### config.mk
export PLATFORM = sky130hd
export DESIGN_NAME = bank_write_arbiter
export DESIGN_NICKNAME = d
export VERILOG_FILES = /design/src/rtl/bank_arb_pkg.sv /design/src/rtl/bank_write_arbiter_wr_slot.sv /design/src/rtl/bank_write_arbiter.sv
export SDC_FILE = /design/constraint.sdc
export NUM_CORES = 1
export LEC_CHECK = 0
export CORE_MARGIN = 4
export CORE_UTILIZATION = 60
export DETAILED_ROUTE_END_ITERATION = 10
export DONT_BUFFER_PORTS = 1
export PLACE_DENSITY = 0.76
export SYNTH_ARGS = -nofsm -noshare
export SYNTH_HDL_FRONTEND = slang
export SYNTH_SLANG_ARGS = --single-unit
### constraint.sdc
create_clock -name i_clk -period 4.5 [get_ports i_clk]
set_input_delay 0.45 -clock i_clk [delete_from_list [all_inputs] [get_ports i_clk]]
set_output_delay 0.45 -clock i_clk [all_outputs]
set_load 0.005 [all_outputs]
### src/rtl/bank_arb_pkg.sv
// rtl/bank_arb_pkg.sv - shared types and default sizes for the bank write arbiter
//
// Purpose : requester and arbiter-state enumerations plus default width
//           constants used by bank_write_arbiter and wr_slot.
// Ports   : none (package).
package bank_arb_pkg;

  localparam int DEF_DATA_WIDTH = 32;
  localparam int DEF_ADDR_WIDTH = 4;
  localparam int DEF_STAT_ADDR  = 0;
  localparam int DEF_MAX_WAIT   = 8;
  localparam int DEF_CNT_WIDTH  = 8;

  typedef enum logic [1:0] {
    REQ_NONE = 2'd0,
    REQ_DEC  = 2'd1,
    REQ_SPI  = 2'd2
  } req_t;

  typedef enum logic {
    FAVOR_DEC = 1'b0,
    FAVOR_SPI = 1'b1
  } arb_state_t;

endpackage

### src/rtl/bank_write_arbiter_wr_slot.sv
// rtl/bank_write_arbiter_wr_slot.sv - one-entry write holding slot with valid/ready
//
// Purpose : holds one pending register write until the arbiter grants it.
// Ports   : i_clk, i_rst          clock, async active-high reset
//           i_valid/o_ready       write handshake from the requester
//           i_discard             accept the beat but do not store it
//           i_addr/i_data         write address/data from the requester
//           i_grant               arbiter takes the stored entry this cycle
//           o_full/o_addr/o_data  stored entry towards the arbiter
module wr_slot #(
  parameter int ADDR_WIDTH = 4,
  parameter int DATA_WIDTH = 32
) (
  input  logic                  i_clk,
  input  logic                  i_rst,
  input  logic                  i_valid,
  input  logic                  i_discard,
  input  logic [ADDR_WIDTH-1:0] i_addr,
  input  logic [DATA_WIDTH-1:0] i_data,
  output logic                  o_ready,
  input  logic                  i_grant,
  output logic                  o_full,
  output logic [ADDR_WIDTH-1:0] o_addr,
  output logic [DATA_WIDTH-1:0] o_data
);

  logic                  r_full;
  logic [ADDR_WIDTH-1:0] r_addr;
  logic [DATA_WIDTH-1:0] r_data;
  logic                  w_accept;

  // The slot frees up in the same cycle it is granted, so a requester that
  // keeps valid high can move one write per cycle.
  assign o_ready  = !r_full || i_grant;
  assign w_accept = i_valid && o_ready;

  always_ff @(posedge i_clk or posedge i_rst) begin
    if (i_rst) begin
      r_full <= 1'b0;
      r_addr <= '0;
      r_data <= '0;
    end else if (w_accept && !i_discard) begin
      r_full <= 1'b1;
      r_addr <= i_addr;
      r_data <= i_data;
    end else if (i_grant) begin
      r_full <= 1'b0;
    end
  end

  assign o_full = r_full;
  assign o_addr = r_addr;
  assign o_data = r_data;

endmodule

### src/rtl/bank_write_arbiter.sv
// rtl/bank_write_arbiter.sv - arbitrates decoder and SPI writes onto the register bank port
//
// Purpose : serialises decoder and SPI writes through one-entry slots onto a
//           single bank write port, drops SPI writes to the status register
//           and counts cycles where both slots are occupied.
// Macro   : BANK_ARB_STARVE_GUARD_EN enables the SPI starvation guard
//           (wait counter forcing FAVOR_SPI); undefined = strict decoder priority.
// Ports   : i_clk, i_reset                      clock, async active-high reset
//           i_dec_wr_valid/addr/data, o_dec_wr_ready   decoder write handshake
//           i_spi_wr_valid/addr/data, o_spi_wr_ready   SPI write handshake
//           o_bank_wr_en/addr/data              registered bank write port
//           o_spi_wr_denied                     pulse: SPI status write dropped
//           o_conflict_count                    saturating both-full cycle count
module bank_write_arbiter
  import bank_arb_pkg::*;
#(
  parameter int DATA_WIDTH = DEF_DATA_WIDTH,
  parameter int ADDR_WIDTH = DEF_ADDR_WIDTH,
  parameter int STAT_ADDR  = DEF_STAT_ADDR,
  parameter int MAX_WAIT   = DEF_MAX_WAIT,
  parameter int CNT_WIDTH  = DEF_CNT_WIDTH
) (
  input  logic                  i_clk,
  input  logic                  i_reset,
  input  logic                  i_dec_wr_valid,
  input  logic [ADDR_WIDTH-1:0] i_dec_wr_addr,
  input  logic [DATA_WIDTH-1:0] i_dec_wr_data,
  output logic                  o_dec_wr_ready,
  input  logic                  i_spi_wr_valid,
  input  logic [ADDR_WIDTH-1:0] i_spi_wr_addr,
  input  logic [DATA_WIDTH-1:0] i_spi_wr_data,
  output logic                  o_spi_wr_ready,
  output logic                  o_bank_wr_en,
  output logic [ADDR_WIDTH-1:0] o_bank_wr_addr,
  output logic [DATA_WIDTH-1:0] o_bank_wr_data,
  output logic                  o_spi_wr_denied,
  output logic [CNT_WIDTH-1:0]  o_conflict_count
);

  logic                  w_dec_full;
  logic [ADDR_WIDTH-1:0] w_dec_addr;
  logic [DATA_WIDTH-1:0] w_dec_data;
  logic                  w_spi_full;
  logic [ADDR_WIDTH-1:0] w_spi_addr;
  logic [DATA_WIDTH-1:0] w_spi_data;
  logic                  w_spi_to_stat;
  logic                  w_spi_denied;
  req_t                  w_grant;
  arb_state_t            r_state;
  arb_state_t            w_state_next;

  logic                  r_bank_en;
  logic [ADDR_WIDTH-1:0] r_bank_addr;
  logic [DATA_WIDTH-1:0] r_bank_data;
  logic                  r_denied;
  logic [CNT_WIDTH-1:0]  r_conflict_cnt;

  // Status-register writes from SPI complete the handshake but are never stored.
  assign w_spi_to_stat = (i_spi_wr_addr == ADDR_WIDTH'(STAT_ADDR));
  assign w_spi_denied  = i_spi_wr_valid && o_spi_wr_ready && w_spi_to_stat;

  wr_slot #(
    .ADDR_WIDTH (ADDR_WIDTH),
    .DATA_WIDTH (DATA_WIDTH)
  ) u_dec_slot (
    .i_clk     (i_clk),
    .i_rst     (i_reset),
    .i_valid   (i_dec_wr_valid),
    .i_discard (1'b0),
    .i_addr    (i_dec_wr_addr),
    .i_data    (i_dec_wr_data),
    .o_ready   (o_dec_wr_ready),
    .i_grant   (w_grant == REQ_DEC),
    .o_full    (w_dec_full),
    .o_addr    (w_dec_addr),
    .o_data    (w_dec_data)
  );

  wr_slot #(
    .ADDR_WIDTH (ADDR_WIDTH),
    .DATA_WIDTH (DATA_WIDTH)
  ) u_spi_slot (
    .i_clk     (i_clk),
    .i_rst     (i_reset),
    .i_valid   (i_spi_wr_valid),
    .i_discard (w_spi_to_stat),
    .i_addr    (i_spi_wr_addr),
    .i_data    (i_spi_wr_data),
    .o_ready   (o_spi_wr_ready),
    .i_grant   (w_grant == REQ_SPI),
    .o_full    (w_spi_full),
    .o_addr    (w_spi_addr),
    .o_data    (w_spi_data)
  );

`ifdef BANK_ARB_STARVE_GUARD_EN
  localparam int WAIT_W = (MAX_WAIT > 1) ? $clog2(MAX_WAIT) : 1;

  logic [WAIT_W-1:0] r_wait_cnt;
  logic              w_wait_expired;

  assign w_wait_expired = (r_wait_cnt == WAIT_W'(MAX_WAIT - 1));

  // Counts cycles the SPI entry sits in its slot without being granted;
  // it holds at the threshold until the forced grant clears it.
  always_ff @(posedge i_clk or posedge i_reset) begin
    if (i_reset) begin
      r_wait_cnt <= '0;
    end else if (w_grant == REQ_SPI) begin
      r_wait_cnt <= '0;
    end else if (w_spi_full && !w_wait_expired) begin
      r_wait_cnt <= r_wait_cnt + WAIT_W'(1);
    end
  end
`endif

  // FSM: state register
  always_ff @(posedge i_clk or posedge i_reset) begin
    if (i_reset) begin
      r_state <= FAVOR_DEC;
    end else begin
      r_state <= w_state_next;
    end
  end

  // FSM: next state
  always_comb begin
    w_state_next = r_state;
    case (r_state)
      FAVOR_DEC: begin
`ifdef BANK_ARB_STARVE_GUARD_EN
        if (w_wait_expired && (w_grant != REQ_SPI)) begin
          w_state_next = FAVOR_SPI;
        end
`endif
      end
      FAVOR_SPI: begin
        if (w_grant == REQ_SPI) begin
          w_state_next = FAVOR_DEC;
        end
      end
      default: w_state_next = FAVOR_DEC;
    endcase
  end

  // FSM: grant output
  always_comb begin
    w_grant = REQ_NONE;
    case (r_state)
      FAVOR_SPI: begin
        if (w_spi_full) begin
          w_grant = REQ_SPI;
        end else if (w_dec_full) begin
          w_grant = REQ_DEC;
        end
      end
      default: begin
        if (w_dec_full) begin
          w_grant = REQ_DEC;
        end else if (w_spi_full) begin
          w_grant = REQ_SPI;
        end
      end
    endcase
  end

  // Bank port registers; address/data only move on a grant so they hold
  // the last written values while the strobe is low.
  always_ff @(posedge i_clk or posedge i_reset) begin
    if (i_reset) begin
      r_bank_en      <= 1'b0;
      r_bank_addr    <= '0;
      r_bank_data    <= '0;
      r_denied       <= 1'b0;
      r_conflict_cnt <= '0;
    end else begin
      r_bank_en <= (w_grant != REQ_NONE);
      r_denied  <= w_spi_denied;
      if (w_grant == REQ_DEC) begin
        r_bank_addr <= w_dec_addr;
        r_bank_data <= w_dec_data;
      end else if (w_grant == REQ_SPI) begin
        r_bank_addr <= w_spi_addr;
        r_bank_data <= w_spi_data;
      end
      if (w_dec_full && w_spi_full && (r_conflict_cnt != '1)) begin
        r_conflict_cnt <= r_conflict_cnt + CNT_WIDTH'(1);
      end
    end
  end

  assign o_bank_wr_en     = r_bank_en;
  assign o_bank_wr_addr   = r_bank_addr;
  assign o_bank_wr_data   = r_bank_data;
  assign o_spi_wr_denied  = r_denied;
  assign o_conflict_count = r_conflict_cnt;

endmodule

==> run summary <==
The flow ran to the end, and the final reports show no timing, DRC or antenna violations. In this run, post-CTS hold repair placed 0 buffers. Standard-cell row count: 33. The worst setup path is captured at a register. Summed over all layers, the global routing overflow is 0.

The delay contributed by the slowest stage of the critical path works out to 0.88 ns. The height of the die is 99.4 microns, and the simple-gate share of the synthesized area is 7.71%. The biggest fanout along the worst timing path works out to 36. 0 antenna diodes ended up in the layout.

The pin count of the biggest net entering global routing is 79. At the worst endpoint, the arrival time is 2.88 ns. For this design the top-level I/O count stands at 124. The slowest stage of the critical path belongs to the cell sky130_fd_sc_hd__dfrtp_1. Dividing total power by cell area gives a power density of 535 nW/um^2.

For this run, the total global-route usage over all layers was measured as 21.9%. The tightest min-delay check is of the input port to async pin type. At the placement stage, the worst setup path has a slack of 1.99 ns. The final max-slew violation count was 0. After detailed routing, the number of remaining DRC violations is 0. The number of placed instances, taps included, is 422. The worst path needs 2.51 ns of the cycle, external delays included.

The die covers 9880 sq um. Fill cells in the final layout number 582. Walking the worst path, the cells encountered are nand3_1 > nand2_2 > mux2_2. Ranked by total cell area, the synthesized netlist is headed by sky130_fd_sc_hd__dfrtp_1 60%, sky130_fd_sc_hd__mux2_2 11%, sky130_fd_sc_hd__mux2_4 8.1%, sky130_fd_sc_hd__o221a_2 4.0%, sky130_fd_sc_hd__a221o_1 3.0%. The share of the Yosys chip area taken by registers is 60.4%. The final number of hold-violating endpoints was 0.

The logs give 2 for the largest buffer count on any clock path and 0 ns for the setup total negative slack. After synthesis the cells add up to 5010 sq um. The non-filler instance count after layout came out at 453. The kind of cell with the highest combined delay on the critical path is simple AND/OR/NAND/NOR gates. The post-CTS setup buffer count came out at 0.

The average vias per placed instance was 6.20; the maximum level of the CTS H-tree was 4. The post-synthesis area per instance was 15.1 sq um; the port buffer count was 0. The number of design-rule violations left by the first detailed-router iteration was 80. The count of nets left with antenna violations once routing finished came out at 0. In the final routed layout, each cell accounts on average for 22.3 microns. The run gives 1.99 ns as the slack of the worst reg-to-reg path.

Clock-pin slew on the worst setup and hold paths: 0.05 ns. The horizontal extent of the die works out to 99.4 microns. The routed design has 10.1 mm of wire.

The pin slew with the least headroom to its limit came out at 0.925 ns. The number of buffers and inverters on the critical path is 0. TritonCTS built the clock tree. Across the run, the number of max-cap violations was 0. For this run, the top clock speed supported by timing is 399 MHz. Among all cell types in the netlist, the one instantiated most often is sky130_fd_sc_hd__dfrtp_1. For the worst setup path, the data required time is 4.88 ns. In this run the biggest area consumer among cell types represents 60.4% of the synthesized area.

The total area inside the core boundary comes to 8180 sq um. End-of-flow core utilization: 68.4%. The dominant combinational cell family by area after synthesis is multiplexers. In the synthesized netlist, the cells that appear most often are 121 x sky130_fd_sc_hd__dfrtp_1, 47 x sky130_fd_sc_hd__mux2_2, 27 x sky130_fd_sc_hd__mux2_4. The root buffer cell chosen for the clock tree is sky130_fd_sc_hd__clkbuf_8. Setup violations remaining at the end of the flow were counted as 0. The run gives 2.99 mW as the total design power. For the number of antenna violations at the first check in global routing, the log shows 1. After synthesis, the share of flip-flops with an asynchronous set or reset is 100%.

The worst path uses 55.7% of the clock period. Measured against the total synthesized area, the mux share comes to 18.6%. Of the total synthesized cell area, the portion taken by XOR and XNOR cells is 0.699%. The worst pin sits at a relative slew slack of 38.4%.

The via count of the first global-routing pass was 3073. The post-synthesis share of cell area spent on full adders, half adders and majority gates is 0.250%. The clock latency reported for the late side of the worst-skew pair is 0.50 ns. Nature of the critical path startpoint: a register.

The tools report the peak supply drop as 303 uV. By startpoint and endpoint, the worst setup path is classified as register to register. The HPWL after detailed placement is 6.64 mm. Standard cell area after detailed placement: 5030 sq um. The final design area excluding fillers came out at 5590 sq um. The via count is 2810. The number of synthesized flops with an enable pin was 0.

Setup repair after global routing left no endpoint under its margin. Summed over all instances, the cell type with the most area after synthesis is sky130_fd_sc_hd__dfrtp_1. For this design the static power due to leakage is 2.50 nW. The area growth from synthesis to layout is 11.6%, and the starting density of the core is 61.3%. The synthesized netlist devotes 9.41% of its cell area to compound gates. When the netlist entered floorplanning its net count stood at 410.

Cells with a size suffix above 1 make up 42.8% of the layout. The number of instances resized during post-cts repair was 0; the clock sink count was 121. Yosys printed 0 warnings.

In the synthesized netlist, the number of instances is 333. The run gives 0.765 as the placer's final routability congestion estimate. First-pass detailed-route iteration total: 4. The worst path setup slack after routing is 1.99 ns, and the number of synthesized register bits is 121.

Counting the buffers created by CTS gives 17. The first global-routing pass estimated 16.4 mm of wire. The net count of the finished layout is 413. The number of different library cells used by synthesis comes to 40. The tightest hold margin is 0.0226 ns. Clock skew on the completed layout was measured at 0.00801 ns. The most common flop cell mapped by yosys is sky130_fd_sc_hd__dfrtp_1.
-- registers in the layout (all words and copies together) (netlist names) --
| signal | flops |
|---|---|
| o_bank_wr_data | 32 |
| u_dec_slot.o_data | 32 |
| u_spi_slot.o_data | 32 |
| o_conflict_count | 8 |
| o_bank_wr_addr | 4 |
| u_dec_slot.o_addr | 4 |
| u_spi_slot.o_addr | 4 |
| o_bank_wr_en | 1 |
| o_spi_wr_denied | 1 |
| r_state | 1 |
| u_dec_slot.o_full | 1 |
| u_spi_slot.o_full | 1 |
-- worst paths after layout --
path | startpoint | end | cells after the start
max | u_dec_slot.o_full$_DFFE_PP0P_ | u_dec_slot.o_data[28]$_DFFE_PP0P_ | 3
min | i_reset | u_spi_slot.o_data[18]$_DFFE_PP0P_ | 1
max reg2reg | u_dec_slot.o_full$_DFFE_PP0P_ | u_dec_slot.o_data[28]$_DFFE_PP0P_ | 3
min reg2reg | u_dec_slot.o_data[11]$_DFFE_PP0P_ | u_dec_slot.o_data[11]$_DFFE_PP0P_ | 1
max in group asynchronous | i_reset | u_dec_slot.o_data[17]$_DFFE_PP0P_ | 2
min in group i_clk | i_spi_wr_valid | u_spi_slot.o_full$_DFFE_PP0P_ | 2
-- metal layers --
metal	part of all wire, %	up-vias	global-route usage, %
met5	0.12	-	0
met4	1.2	2	8.19
met3	7.6	15	10.4
met2	51	91	36.5
met1	40	1459	24.5
li1	-	1243	-
-- power breakdown --
group	switching [mW]	internal, mW	leakage [nW]
registers	0.141	1.25	1.43
logic	0.125	0.191	0.797
clock network	0.459	0.824	0.274
total	0.725	2.27	2.50
-- placed cells by master, fill, tap and decap left out, types with 2 or more instances in the layout --
cell | netlist | routed
sky130_fd_sc_hd__dfrtp_1 | 121 | 121
sky130_fd_sc_hd__mux2_2 | 47 | 47
sky130_fd_sc_hd__mux2_4 | 27 | 27
sky130_fd_sc_hd__or2_2 | 18 | 18
sky130_fd_sc_hd__o221a_2 | 18 | 18
sky130_fd_sc_hd__and3_1 | 17 | 17
sky130_fd_sc_hd__clkbuf_16 | 0 | 16
sky130_fd_sc_hd__a221o_1 | 15 | 15
sky130_fd_sc_hd__nor2_1 | 5 | 5
sky130_fd_sc_hd__nand3_1 | 4 | 4
sky130_fd_sc_hd__nand2_1 | 4 | 4
sky130_fd_sc_hd__inv_1 | 5 | 4
sky130_fd_sc_hd__clkbuf_8 | 0 | 4
sky130_fd_sc_hd__clkinv_2 | 0 | 4
sky130_fd_sc_hd__xnor2_1 | 3 | 3
sky130_fd_sc_hd__nand2b_1 | 3 | 3
sky130_fd_sc_hd__clkbuf_1 | 7 | 3
sky130_fd_sc_hd__a22o_1 | 2 | 2
sky130_fd_sc_hd__nand4_1 | 2 | 2
sky130_fd_sc_hd__o211ai_1 | 2 | 2
sky130_fd_sc_hd__a21oi_1 | 2 | 2
sky130_fd_sc_hd__o31ai_1 | 2 | 2
sky130_fd_sc_hd__o22ai_1 | 2 | 2
sky130_fd_sc_hd__bufinv_16 | 0 | 2
sky130_fd_sc_hd__clkinvlp_4 | 0 | 2
-- final cells by class --
type / count / area [sq um] / share of cell area, %
well taps: 105 / 131 / 2.35
clock buffers: 23 / 467 / 8.34
inverters: 6 / 25.0 / 0.447
flip-flops and latches: 121 / 3030 / 54.1
clock inverters: 8 / 95.1 / 1.70
multi-input cells: 189 / 1840 / 32.9
repair buffers: 1 / 7.51 / 0.134
-- cells by family (layout without fill, tap and decap cells) --
logic type / Yosys count / after routing
compound gates: 48 / 48
mux: 74 / 74
buf+inv: 23 / 38
xor+xnor: 4 / 4
flops: 121 / 121
simple gates: 62 / 62
fa+ha+maj: 1 / 1
-- worst reg2reg max path: cells and delay by family, from the launching register on --
kind | cells | cell delay, ns
flip-flops | 1 | 0.88
AND/OR/NAND/NOR | 2 | 1.09
multiplexers | 1 | 0.42
Power figures use the tool's default switching activity.
